==> config.mk <==
export PLATFORM = sky130hd
export DESIGN_NAME = voq_request_manager_flat
export DESIGN_NICKNAME = d
export VERILOG_FILES = /design/src/rtl/voq_request_manager_if.sv /design/src/rtl/voq_request_manager.sv /design/src/flat_wrapper.sv
export SDC_FILE = /design/constraint.sdc
export NUM_CORES = 1
export LEC_CHECK = 0
export CAP_MARGIN = 25
export CELL_PAD_IN_SITES_DETAIL_PLACEMENT = 1
export CELL_PAD_IN_SITES_GLOBAL_PLACEMENT = 2
export CORE_UTILIZATION = 33
export DETAILED_ROUTE_END_ITERATION = 12
export GPL_ROUTABILITY_DRIVEN = 0
export PLACE_DENSITY_LB_ADDON = 0.1
export REMOVE_ABC_BUFFERS = 1
export SLEW_MARGIN = 25
export SYNTH_ARGS = -nofsm -noshare
export SYNTH_HDL_FRONTEND = slang
export SYNTH_SLANG_ARGS = --single-unit
==> constraint.sdc <==
create_clock -name clk -period 2.2 [get_ports clk]
set_input_delay 0.33 -clock clk [delete_from_list [all_inputs] [get_ports clk]]
set_output_delay 0.33 -clock clk [all_outputs]
set_load 0.02 [all_outputs]
==> src/rtl/voq_request_manager_if.sv <==
// Ingress/scheduler bus of the VOQ request manager: arrivals and schedules in,
// request matrix and per-input dequeue/drop/underflow status out.
interface voq_request_manager_if #(
    parameter int number_ports = 4
);
    localparam int dest_width = $clog2(number_ports);

    logic [number_ports-1:0]                arrival_valid;
    logic [dest_width*number_ports-1:0]     arrival_dest;
    logic                                   schedule_valid;
    logic [dest_width*number_ports-1:0]     destinations;
    logic [number_ports*number_ports-1:0]   request;
    logic [number_ports-1:0]                dequeue_valid;
    logic [dest_width*number_ports-1:0]     dequeue_dest;
    logic [number_ports-1:0]                drop;
    logic [number_ports-1:0]                underflow;

    modport master (
        output arrival_valid, arrival_dest, schedule_valid, destinations,
        input  request, dequeue_valid, dequeue_dest, drop, underflow
    );

    modport slave (
        input  arrival_valid, arrival_dest, schedule_valid, destinations,
        output request, dequeue_valid, dequeue_dest, drop, underflow
    );
endinterface

==> src/rtl/voq_request_manager.sv <==
// Per-(input, output) VOQ packet counters feeding the crossbar scheduler's
// request matrix and turning each schedule into one dequeue per input.
module voq_request_manager #(
    parameter int number_ports = 4,
    parameter int count_width  = 3
) (
    input logic                  clk,
    input logic                  reset,
    voq_request_manager_if.slave bus
);
    localparam int dest_width = $clog2(number_ports);
    localparam logic [count_width-1:0] count_max_c = {count_width{1'b1}};
    localparam logic [count_width-1:0] count_one_c = count_width'(1);

    logic [count_width-1:0]               count_r      [number_ports][number_ports];
    logic [count_width-1:0]               count_next_s [number_ports][number_ports];
    logic [number_ports-1:0]              dequeue_valid_s;
    logic [number_ports-1:0]              drop_s;
    logic [number_ports-1:0]              underflow_s;
    logic [dest_width*number_ports-1:0]   dequeue_dest_s;
    logic [number_ports*number_ports-1:0] request_s;
    logic [number_ports-1:0]              dequeue_valid_r;
    logic [number_ports-1:0]              drop_r;
    logic [number_ports-1:0]              underflow_r;
    logic [dest_width*number_ports-1:0]   dequeue_dest_r;

    // Next-state counters and per-input dequeue/drop/underflow decisions.
    always_comb begin
        logic [dest_width-1:0] a_dest_s;
        logic [dest_width-1:0] s_dest_s;
        logic                  hit_s;
        count_next_s    = count_r;
        dequeue_valid_s = '0;
        drop_s          = '0;
        underflow_s     = '0;
        dequeue_dest_s  = '0;
        a_dest_s        = '0;
        s_dest_s        = '0;
        hit_s           = 1'b0;
        for (int i = 0; i < number_ports; i++) begin
            a_dest_s = bus.arrival_dest[i*dest_width +: dest_width];
            s_dest_s = bus.destinations[i*dest_width +: dest_width];
            // An arrival and a dequeue on the same VOQ cancel: the packet cuts through.
            hit_s = bus.arrival_valid[i] && bus.schedule_valid && (a_dest_s == s_dest_s);
            if (bus.arrival_valid[i] && !hit_s) begin
                if (count_r[i][a_dest_s] == count_max_c) begin
                    drop_s[i] = 1'b1;
                end else begin
                    count_next_s[i][a_dest_s] = count_r[i][a_dest_s] + count_one_c;
                end
            end else begin
                drop_s[i] = 1'b0;
            end
            if (bus.schedule_valid) begin
                if (hit_s) begin
                    dequeue_valid_s[i] = 1'b1;
                    dequeue_dest_s[i*dest_width +: dest_width] = s_dest_s;
                end else if (count_r[i][s_dest_s] != '0) begin
                    count_next_s[i][s_dest_s] = count_r[i][s_dest_s] - count_one_c;
                    dequeue_valid_s[i] = 1'b1;
                    dequeue_dest_s[i*dest_width +: dest_width] = s_dest_s;
                end else begin
                    underflow_s[i] = 1'b1;
                end
            end else begin
                underflow_s[i] = 1'b0;
            end
        end
    end

    // Request matrix straight from the registered counts.
    always_comb begin
        request_s = '0;
        for (int i = 0; i < number_ports; i++) begin
            for (int j = 0; j < number_ports; j++) begin
                request_s[i*number_ports + j] = (count_r[i][j] != '0);
            end
        end
    end

    // Counter storage and registered status outputs.
    always_ff @(posedge clk or negedge reset) begin
        if (!reset) begin
            for (int i = 0; i < number_ports; i++) begin
                for (int j = 0; j < number_ports; j++) begin
                    count_r[i][j] <= '0;
                end
            end
            dequeue_valid_r <= '0;
            dequeue_dest_r  <= '0;
            drop_r          <= '0;
            underflow_r     <= '0;
        end else begin
            count_r         <= count_next_s;
            dequeue_valid_r <= dequeue_valid_s;
            dequeue_dest_r  <= dequeue_dest_s;
            drop_r          <= drop_s;
            underflow_r     <= underflow_s;
        end
    end

    assign bus.request       = request_s;
    assign bus.dequeue_valid = dequeue_valid_r;
    assign bus.dequeue_dest  = dequeue_dest_r;
    assign bus.drop          = drop_r;
    assign bus.underflow     = underflow_r;
endmodule

==> src/flat_wrapper.sv <==
// flat-port wrapper written by rule: the top's interface ports become plain ports
module voq_request_manager_flat 
#(
    parameter int number_ports = 4,
    parameter int count_width  = 3
)
  (clk, reset, bus_arrival_valid, bus_arrival_dest, bus_schedule_valid, bus_destinations, bus_request, bus_dequeue_valid, bus_dequeue_dest, bus_drop, bus_underflow);
  voq_request_manager_if #(.number_ports(number_ports)) bus_i ();
  input logic clk;
  input logic reset;
  input wire logic [$bits(bus_i.arrival_valid)-1:0] bus_arrival_valid;
  input wire logic [$bits(bus_i.arrival_dest)-1:0] bus_arrival_dest;
  input wire logic [$bits(bus_i.schedule_valid)-1:0] bus_schedule_valid;
  input wire logic [$bits(bus_i.destinations)-1:0] bus_destinations;
  output wire logic [$bits(bus_i.request)-1:0] bus_request;
  output wire logic [$bits(bus_i.dequeue_valid)-1:0] bus_dequeue_valid;
  output wire logic [$bits(bus_i.dequeue_dest)-1:0] bus_dequeue_dest;
  output wire logic [$bits(bus_i.drop)-1:0] bus_drop;
  output wire logic [$bits(bus_i.underflow)-1:0] bus_underflow;
  assign bus_i.arrival_valid = bus_arrival_valid;
  assign bus_i.arrival_dest = bus_arrival_dest;
  assign bus_i.schedule_valid = bus_schedule_valid;
  assign bus_i.destinations = bus_destinations;
  assign bus_request = bus_i.request;
  assign bus_dequeue_valid = bus_i.dequeue_valid;
  assign bus_dequeue_dest = bus_i.dequeue_dest;
  assign bus_drop = bus_i.drop;
  assign bus_underflow = bus_i.underflow;
  voq_request_manager #(.number_ports(number_ports), .count_width(count_width)) u_core (.clk(clk), .reset(reset), .bus(bus_i));
endmodule
==> metrics.cfg, run 1 <==
[synthesis]
synth-seq-cells = 68
yosys-top-cells-count = dfrtp_1, mux2i_1, mux4_2
synth_largest_area_cell = dfrtp_1
synth_top_area_frac = 0.380
synth_area_leaders = dfrtp_1, mux4_2, mux2i_1
synth_cell_type_count = 42
syn_inst = 400
syn_area_um2 = 4480
synth_edf_count = 0
ys_warn_count = 0
yosys.cell_count.top_type = dfrtp_1
synth.avg_cell_area_um2 = 11.2
async_flop_share = 1.00
seq_area_frac_synth = 0.380
synthFlopType = dfrtp_1

[timing]
timing.hold.ws_ps = 2.62
finalHoldViolCount = 0
clock_skew_ps = 7.45
tightest_slew_ps = 517
period_needed_ps = 2210
fmax_mhz = 452
fin_ws_ps = -13.3
max-slew-margin-rel = 0.654
slew_viol_final = 0
rsz0062_at_grt = yes
min_period_over_period = 1.01
finalSetupViolations = 4

[grt]
grt_util_met2 = 0.343
antenna_found_initial = 0
busiest_layer = met2
gr-total-overflow = 0
grt_pass1_wl_mm = 22.2
grt_max_degree = 69
met3_usage = 0.0343
grt_pass1_vias = 4093
met1_usage = 0.270
grt_usage = 0.206

[place]
io_buffer_count = 58
placed_cells = 696
post-dp-hpwl_mm = 9.88

[setup_path]
crit_buf_inv = 1
crit_path_start_kind = flop
crit_top_cell = ha_4
critical_path_required_ps = 2470
worstPathArrival_ps = 2480
critPathCaptureType = flop
max_stage_delay_ps = 510
worstPathCellList = mux4_2 > ha_4 > ha_4 > buf_6 > nor4bb_4 > o21ai_4 > xor2_1 > mux2i_1
crit_family = multiplexers
cp_slowest_cell = mux4_2
r2r_setup_slack_ps = -10
path_class = flop to flop
cp_max_fo = 4

[routing]
drt.antenna.violating_nets = 0
vias = 3780
firstDrtPassIters = 4
wl_per_cell_um = 19.1
drt_wl_total_mm = 13.7
drt_iter0_drc = 124
remaining_drc_errors = 0
via_per_inst = 5.25

[power]
total_power_mw = 8.73
peakVddDrop_mv = 0.514
leakage_nw = 2.99
p_per_area_nw_per_um2 = 1330

[cells_and_area]
areaGrowthSynthToFinish_pct = 46.7
fillers = 1406
drive_gt1_frac = 0.353
final_cell_count_no_fill = 720
n_antenna_cell = 0
final_nets = 579

[run]
maxCapViolCount = 0

[die]
die_w_um = 119
dieArea_um2 = 14000
fp-row-count = 42
core_area_um2 = 13200
die-height_um = 119
start_util = 0.338
io_pins = 59

[status]
status = complete, but fails checks
violations = setup timing

[clock_tree]
h-tree-depth = 3
insertion_delay_ps = 350
cts_buffer_depth = 2
root_buffer = clkbuf_16
clock_sinks = 68
clk_pin_slew_ps = 60
cts_tree = yes
cts_buffers = 9

[worst_hold_path]
holdCritPathClass = input pin to async pin

==> area by class of cell <==
type                       instances  area (um2)  share of cell area
multi-input combinational        284        2910               0.442
tap                              176         220              0.0335
inverter                          22        82.6              0.0126
timing repair buffer             155        1370               0.208
sequential                        68        1700               0.259
clock inverter                     5        52.6             0.00800
clock buffer                      10         239              0.0364
==> path summary, 6_finish.rpt <==
check | to | from | cells after the start
min in group clk | u_core.bus.dequeue_dest[3] | bus_destinations[3] | 3
max in group asynchronous | u_core.count_r[30] | reset | 2
setup reg to reg | u_core.count_r[6] | u_core.count_r[1] | 8
setup / recovery | u_core.count_r[6] | u_core.count_r[1] | 8
hold reg to reg | u_core.count_r[19] | u_core.count_r[19] | 2
hold / removal | u_core.count_r[24] | reset | 2
==> layout by cell type, fill, tap and decap left out, types with 3 or more instances in the layout <==
cell	n
clkinv_2	3
inv_1	17
clkbuf_16	9
mux2i_1	51
buf_4	83
o211ai_1	10
ha_4	13
and2_1	11
or3_1	16
nand3_1	11
dfrtp_1	67
dlymetal6s2s_1	4
and3b_1	3
or4_4	5
a21oi_1	10
nor2b_1	3
and3_1	3
xor2_1	16
nor4bb_4	3
buf_6	12
xnor2_1	8
nor2_1	12
nand3b_1	8
o21ai_2	8
nand2b_1	4
mux4_2	24
dlygate4sd2_1	8
nand2_1	17
clkdlybuf4s50_1	43
and4bb_2	4
a31oi_1	6
inv_2	5
nand4_1	3
==> metal layers <==
metal  share of wire  up-vias
met3           0.028       18
met5               0        -
li1                -     1770
met1            0.45     1924
met4           0.019        0
met2            0.50       68
==> logic make-up (layout without fill, tap and decap cells) <==
family | Yosys count | count (layout) | synth area share
buffers and inverters | 48 | 192 | 0.0522
AND/OR/NAND/NOR | 120 | 120 | 0.170
adder cells (fa/ha/maj) | 16 | 16 | 0.0447
flip-flops | 68 | 68 | 0.380
multiplexers | 75 | 75 | 0.235
XOR/XNOR | 25 | 25 | 0.0489
AO/OA/AOI/OAI | 48 | 48 | 0.0698
==> timing repair <==
action / CTS / global route
setup endpoints to repair: 55 / 52
setup buffers: 3 / 6
pin swaps: 17 / 16
resized for setup: 50 / 49
hold buffers: 0 / 0
==> flip-flops by register name, summed over array words and instances, names as in the netlist <==
name	flops
u_core.bus.underflow	4
u_core.bus.dequeue_dest	8
u_core.count_r	48
u_core.bus.dequeue_valid	4
u_core.bus.drop	4
==> power by group <==
| part | switching (mW) | leakage, nW | total [mW] | internal [mW] |
|---|---|---|---|---|
| logic | 2.29 | 2.01 | 5.10 | 2.81 |
| registers | 0.386 | 0.836 | 2.16 | 1.78 |
| clock network | 0.572 | 0.144 | 1.47 | 0.895 |
| total | 3.25 | 2.99 | 8.73 | 5.48 |
==> per-stage QoR <==
step | cell area (um2) | setup WS [ps] | utilization | TNS, ps
finish | 6570 | -13.3 | 0.496 | -19.6
global route | 6570 | -122 | 0.496 | -1310
CTS | 6310 | -40.9 | 0.476 | -56.9
detailed placement | 5810 | -830 | 0.439 | -36080
global placement | 5810 | -873 | 0.439 | -34270
floorplan | 4330 | -36.5 | - | -394
No activity file was read; power rests on OpenSTA's default activity.
==> inputs of run 2 (changes only) <==
- CORE_MARGIN: default -> 2
- HOLD_SLACK_MARGIN: default -> 0.03
==> run 2 against run 1 <==
The flow still finishes with violations (setup timing). Critical path type unchanged. First-iteration DRC count is 24% higher. Sequential share of layout area is 0.55 points lower. Critical endpoint is now u_core.count_r[10]. Combinational power is 5.1% higher. Sequential power is 2% lower. Clock power is 7% higher. Highest routed layer unchanged. Clock skew hardly changed.
==> metrics.cfg, run 2 (same netlist as run 1, synthesis figures left out) <==
[status]
status = complete, but fails checks
violations = setup timing

[clock_tree]
clk_pin_slew_ps = 60  ; about the same
insertion_delay_ps = 340  ; about the same
clock_sinks = 68  ; unchanged
h-tree-depth = 3  ; unchanged
cts_buffer_depth = 2  ; unchanged
root_buffer = clkbuf_16
cts_tree = yes
cts_buffers = 9  ; unchanged

[timing]
finalSetupViolations = 3  ; -1
fin_ws_ps = -13.5  ; -0.194 ps
clock_skew_ps = 7.21  ; -0.235 ps
min_period_over_period = 1.01  ; about the same
fmax_mhz = 452  ; about the same
finalSetupTns_ps = -28.9  ; -9.32 ps
tightest_slew_ps = 547  ; +30.4 ps
finalHoldViolCount = 0  ; unchanged
rsz0062_at_grt = yes
max-slew-margin-rel = 0.635  ; -0.0192
slew_viol_final = 0  ; unchanged
period_needed_ps = 2210  ; +0.194 ps

[place]
placed_area_um2 = 5850  ; +0.65%
io_buffer_count = 58  ; unchanged
dp_slack_ps = -881  ; -51.2 ps
placed_cells = 701  ; +0.72%
post-dp-hpwl_mm = 10.2  ; +2.9%

[routing]
via_per_inst = 5.25  ; about the same
firstDrtPassIters = 7  ; +3
drt.antenna.violating_nets = 0  ; unchanged
drt_iter0_drc = 154  ; +24%
vias = 3825  ; +1.2%
remaining_drc_errors = 0  ; unchanged
drt_wl_total_mm = 14.2  ; +3.2%
wl_per_cell_um = 19.4  ; +1.9%

[die]
dieArea_um2 = 14500  ; +3.4%
core_area_um2 = 13200  ; unchanged
start_util = 0.338  ; unchanged
fp-row-count = 42  ; unchanged
io_pins = 59  ; unchanged
die_w_um = 121  ; +1.7%
die-height_um = 121  ; +1.7%

[setup_path]
cp_slowest_cell = mux4_2
worstPathArrival_ps = 2420  ; -60 ps
path_class = flop to flop
r2r-start = u_core.count_r[0]
crit_buf_inv = 1  ; unchanged
critPathCaptureType = flop
crit_path_start_kind = flop
worstPathCellList = mux4_2 > ha_4 > ha_4 > buf_6 > nor4b_4 > o21ai_2 > mux2i_1 > mux2i_1
startpoint = u_core.count_r[0]
critical_path_required_ps = 2400  ; -70 ps
max_stage_delay_ps = 510  ; about the same
crit_family = multiplexers
cp_max_fo = 4  ; unchanged

[worst_hold_path]
min_from = bus_destinations[1]
holdCritPathClass = input pin to flop

[grt]
gr-total-overflow = 0  ; unchanged
grt_pass1_wl_mm = 22.2  ; -0.15%
grt_pass1_vias = 4044  ; -1.2%
grt_max_degree = 69  ; unchanged
antenna_found_initial = 0  ; unchanged
grt_usage = 0.199  ; -0.00707

[power]
p_per_area_nw_per_um2 = 1350  ; +1.7%
total_power_mw = 9.06  ; +3.8%
peakVddDrop_mv = 0.599  ; +17%
leakage_nw = 3.05  ; +2.1%

[cells_and_area]
top_register = u_core.count_r
final_nets = 587  ; +1.4%
n_antenna_cell = 0  ; unchanged
areaGrowthSynthToFinish_pct = 49.7
finalInstanceArea_um2 = 6710  ; +2.1%
drive_gt1_frac = 0.363  ; +0.0105
final_common_cell = buf_4
largest_reg_flops = 48  ; unchanged
final_cell_count_no_fill = 729  ; +1.3%
final_cell_mix = buf_4, dfrtp_1, mux2i_1, clkdlybuf4s50_1, mux4_2

[run]
maxCapViolCount = 0  ; unchanged

-- run 2: timing repair --
action,4_1_cts,5_1_grt
resized for setup,54,50
buffers inserted,4,7
hold buffers,1,0
endpoints found under the setup margin,57,53
hold endpoints to repair,24,0
pin swaps,18,21
-- run 2: routing by layer --
| layer | share of wire | up-vias | global-route usage |
|---|---|---|---|
| li1 | - | 1788 | - |
| met4 | 0.011 | 0 | 0.0647 |
| met2 | 0.49 | 57 | 0.322 |
| met3 | 0.028 | 11 | 0.0321 |
| met1 | 0.47 | 1969 | 0.272 |
| met5 | 0 | - | 0 |
-- run 2: tightest hold or removal path, cell delays in order --
cell and delay [ps]:
dlymetal6s2s_1 170, buf_4 190, and2_1 150
-- run 2: area by class of cell --
| class | instances | area [um2] |
|---|---|---|
| inverters | 22 | 82.6 |
| well taps | 176 | 220 |
| clock inverters | 4 | 72.6 |
| clock buffers | 12 | 246 |
| repair buffers | 163 | 1450 |
| fillers | 1456 | 6540 |
| multi-input cells | 284 | 2930 |
| flip-flops and latches | 68 | 1700 |
-- run 2: power by group --
part	switching [mW]	leakage, nW	total (mW)	internal (mW)
clock	0.559	0.153	1.58	1.02
combinational	2.37	2.06	5.36	2.99
sequential	0.348	0.837	2.12	1.78
total	3.28	3.05	9.06	5.78
-- run 2: path summary, 6_finish.rpt --
check | to | slack, ps | cells past startpoint
min in group asynchronous | u_core.count_r[24] | 560 | 3
worst min register to register | u_core.count_r[19] | 620 | 2
worst max register to register | u_core.count_r[10] | -10 | 8
worst max-delay path | u_core.count_r[10] | -10 | 8
max in group asynchronous | u_core.count_r[36] | 1340 | 3
worst min-delay path | u_core.bus.dequeue_dest[1] | 550 | 3
-- run 2: metrics by stage --
| stage | util | hold slack [ps] |
|---|---|---|
| floorplan | - | 34.4 |
| global placement | 0.442 | 393 |
| detailed placement | 0.442 | 389 |
| CTS | 0.483 | 570 |
| global route | 0.507 | 576 |
| finish | 0.507 | 549 |
==> inputs of run 3 (changes only) <==
- CORE_MARGIN: 2 -> default
==> run 3 against run 2 <==
The run still ends with setup timing left. Sequential cell count did not move. Sequential share of layout area rose by 0.51 points. Register-to-register slack about the same. Largest power group unchanged. Critical endpoint is now u_core.count_r[6]. Clock power fell by 7%. Non-clock buffer count decreased by 7. Clock-buffer cell count down 2. Sequential power rose by 2%. Total power decreased by 3.6%.
==> metrics.cfg, run 3 (same netlist as run 1, synthesis figures left out) <==
[setup_path]
max_stage_delay_ps = 510  ; about the same
critPathCaptureType = flop
r2r_setup_slack_ps = -10  ; about the same
crit_family = multiplexers
cp_max_fo = 4  ; unchanged
path_class = flop to flop
crit_buf_inv = 1  ; unchanged
r2r_cells = 8  ; unchanged
cp_slowest_cell = mux4_2
r2r-start = u_core.count_r[1]
crit_path_start_kind = flop
worstPathArrival_ps = 2490  ; +70 ps
r2r-end = u_core.count_r[6]
worstPathCellList = mux4_2 > ha_4 > ha_4 > buf_6 > nor4bb_4 > o21ai_4 > xor2_1 > mux2i_1
crit_top_cell = ha_4
critical_path_required_ps = 2470  ; +70 ps

[cells_and_area]
utilization = 0.497  ; -0.00954
top_register = u_core.count_r
multi_input_area_um2 = 2910  ; -0.85%
drive_gt1_frac = 0.352  ; -0.0112
areaGrowthSynthToFinish_pct = 46.9
final_common_cell = buf_4
final_nets = 580  ; -1.2%
fillers = 1406  ; -3.4%
largest_reg_flops = 48  ; unchanged
final_cell_mix = buf_4, dfrtp_1, mux2i_1, clkdlybuf4s50_1, mux4_2
n_antenna_cell = 0  ; unchanged
regArea_um2 = 1700  ; about the same

[timing]
period_needed_ps = 2210  ; +0.0522 ps
fmax_mhz = 452  ; about the same
slew_viol_final = 0  ; unchanged
tightest_slew_ps = 517  ; -30.4 ps
finalHoldViolCount = 0  ; unchanged
finalSetupViolations = 4  ; +1
max-slew-margin-rel = 0.654  ; +0.0192
min_period_over_period = 1.01  ; about the same
clock_skew_ps = 7.45  ; +0.237 ps
fin_ws_ps = -13.6  ; -0.0522 ps
rsz0062_at_grt = yes

[grt]
gr-total-overflow = 0  ; unchanged
grt_usage = 0.206  ; +0.00728
grt_pass1_wl_mm = 22.3  ; +0.28%
antenna_found_initial = 0  ; unchanged
grt_max_degree = 69  ; unchanged
grt_pass1_vias = 4101  ; +1.4%

[routing]
via_per_inst = 5.25  ; about the same
drt_iter0_drc = 142  ; -7.8%
remaining_drc_errors = 0  ; unchanged
drt_wl_total_mm = 13.8  ; -3.0%
firstDrtPassIters = 4  ; -3
wl_per_cell_um = 19.1  ; -1.9%
vias = 3782  ; -1.1%
drt.antenna.violating_nets = 0  ; unchanged

[die]
start_util = 0.338  ; unchanged
core_area_um2 = 13200  ; unchanged
io_pins = 59  ; unchanged
die-height_um = 119  ; -1.7%
die_w_um = 119  ; -1.7%
dieArea_um2 = 14000  ; -3.3%
fp-row-count = 42  ; unchanged

[clock_tree]
cts_tree = yes
root_buffer = clkbuf_16
cts_buffer_depth = 2  ; unchanged
h-tree-depth = 3  ; unchanged
insertion_delay_ps = 350  ; about the same
cts_buffers = 9  ; unchanged
clock_sinks = 68  ; unchanged
clk_pin_slew_ps = 60  ; about the same

[power]
total_power_mw = 8.73  ; -3.6%
leakage_nw = 2.99  ; -2.0%
peakVddDrop_mv = 0.514  ; -14%
p_per_area_nw_per_um2 = 1330  ; -1.8%

[place]
io_buffer_count = 58  ; unchanged
dp_slack_ps = -830  ; +51.2 ps
post-dp-hpwl_mm = 9.88  ; -2.8%

[run]
maxCapViolCount = 0  ; unchanged

[worst_hold_path]
holdCritPathClass = input pin to async pin

[status]
violations = setup timing
status = complete, but fails checks

## run 3: per-stage QoR
step / cells / setup TNS [ps] / instance area (um2) / hold slack, ps
final: 721 / -22.7 / 6580 / 549
after global routing: 721 / -1310 / 6580 / 559
after CTS: 715 / -56.9 / 6320 / 564
after detailed placement: 696 / -36080 / 5810 / 391
after global placement: 696 / -34270 / 5810 / 389
after floorplan: 374 / -394 / 4330 / 34.4
## run 3: power by group
group / switching, mW / internal (mW)
Clock: 0.572 / 0.895
Combinational: 2.29 / 2.81
Sequential: 0.388 / 1.78
## run 3: per-layer routing
| metal | vias to the layer above | GRT usage | routed length (um) |
|---|---|---|---|
| li1 | 1772 | - | - |
| met1 | 1920 | 0.270 | 6220 |
| met2 | 72 | 0.344 | 6870 |
| met3 | 18 | 0.0338 | 404 |
| met4 | 0 | 0.0736 | 264 |
| met5 | - | 0 | 0 |
## run 3: how the worst max path moves through the flow
stage                                    from            endpoint  cells after the start
after floorplan            u_core.count_r[13]  u_core.count_r[16]                      6
after global placement    bus_arrival_dest[6]  u_core.count_r[11]                      9
after detailed placement  bus_arrival_dest[6]  u_core.count_r[10]                      9
after CTS                   u_core.count_r[6]   u_core.count_r[6]                      8
after global routing       u_core.count_r[24]  u_core.count_r[29]                      8
final                       u_core.count_r[1]   u_core.count_r[6]                      8
## run 3: layout make-up
| class | count | area share |
|---|---|---|
| sequential | 68 | 0.259 |
| timing repair buffer | 156 | 0.210 |
| inverter | 22 | 0.0125 |
| clock buffer | 10 | 0.0363 |
| clock inverter | 5 | 0.00798 |
| tap | 176 | 0.0335 |
| multi-input combinational | 284 | 0.441 |
## run 3: tightest hold or removal path, stage by stage
cell and delay, ps:
dlygate4sd3_1 530, buf_2 120, buf_12 330
## run 3: what timing repair did
item                       CTS  global route
resized for setup           50            49
setup endpoints to repair   55            52
hold buffers                 1             0
hold endpoints to repair    44             0
pin swaps                   17            16
buffers inserted             3             6
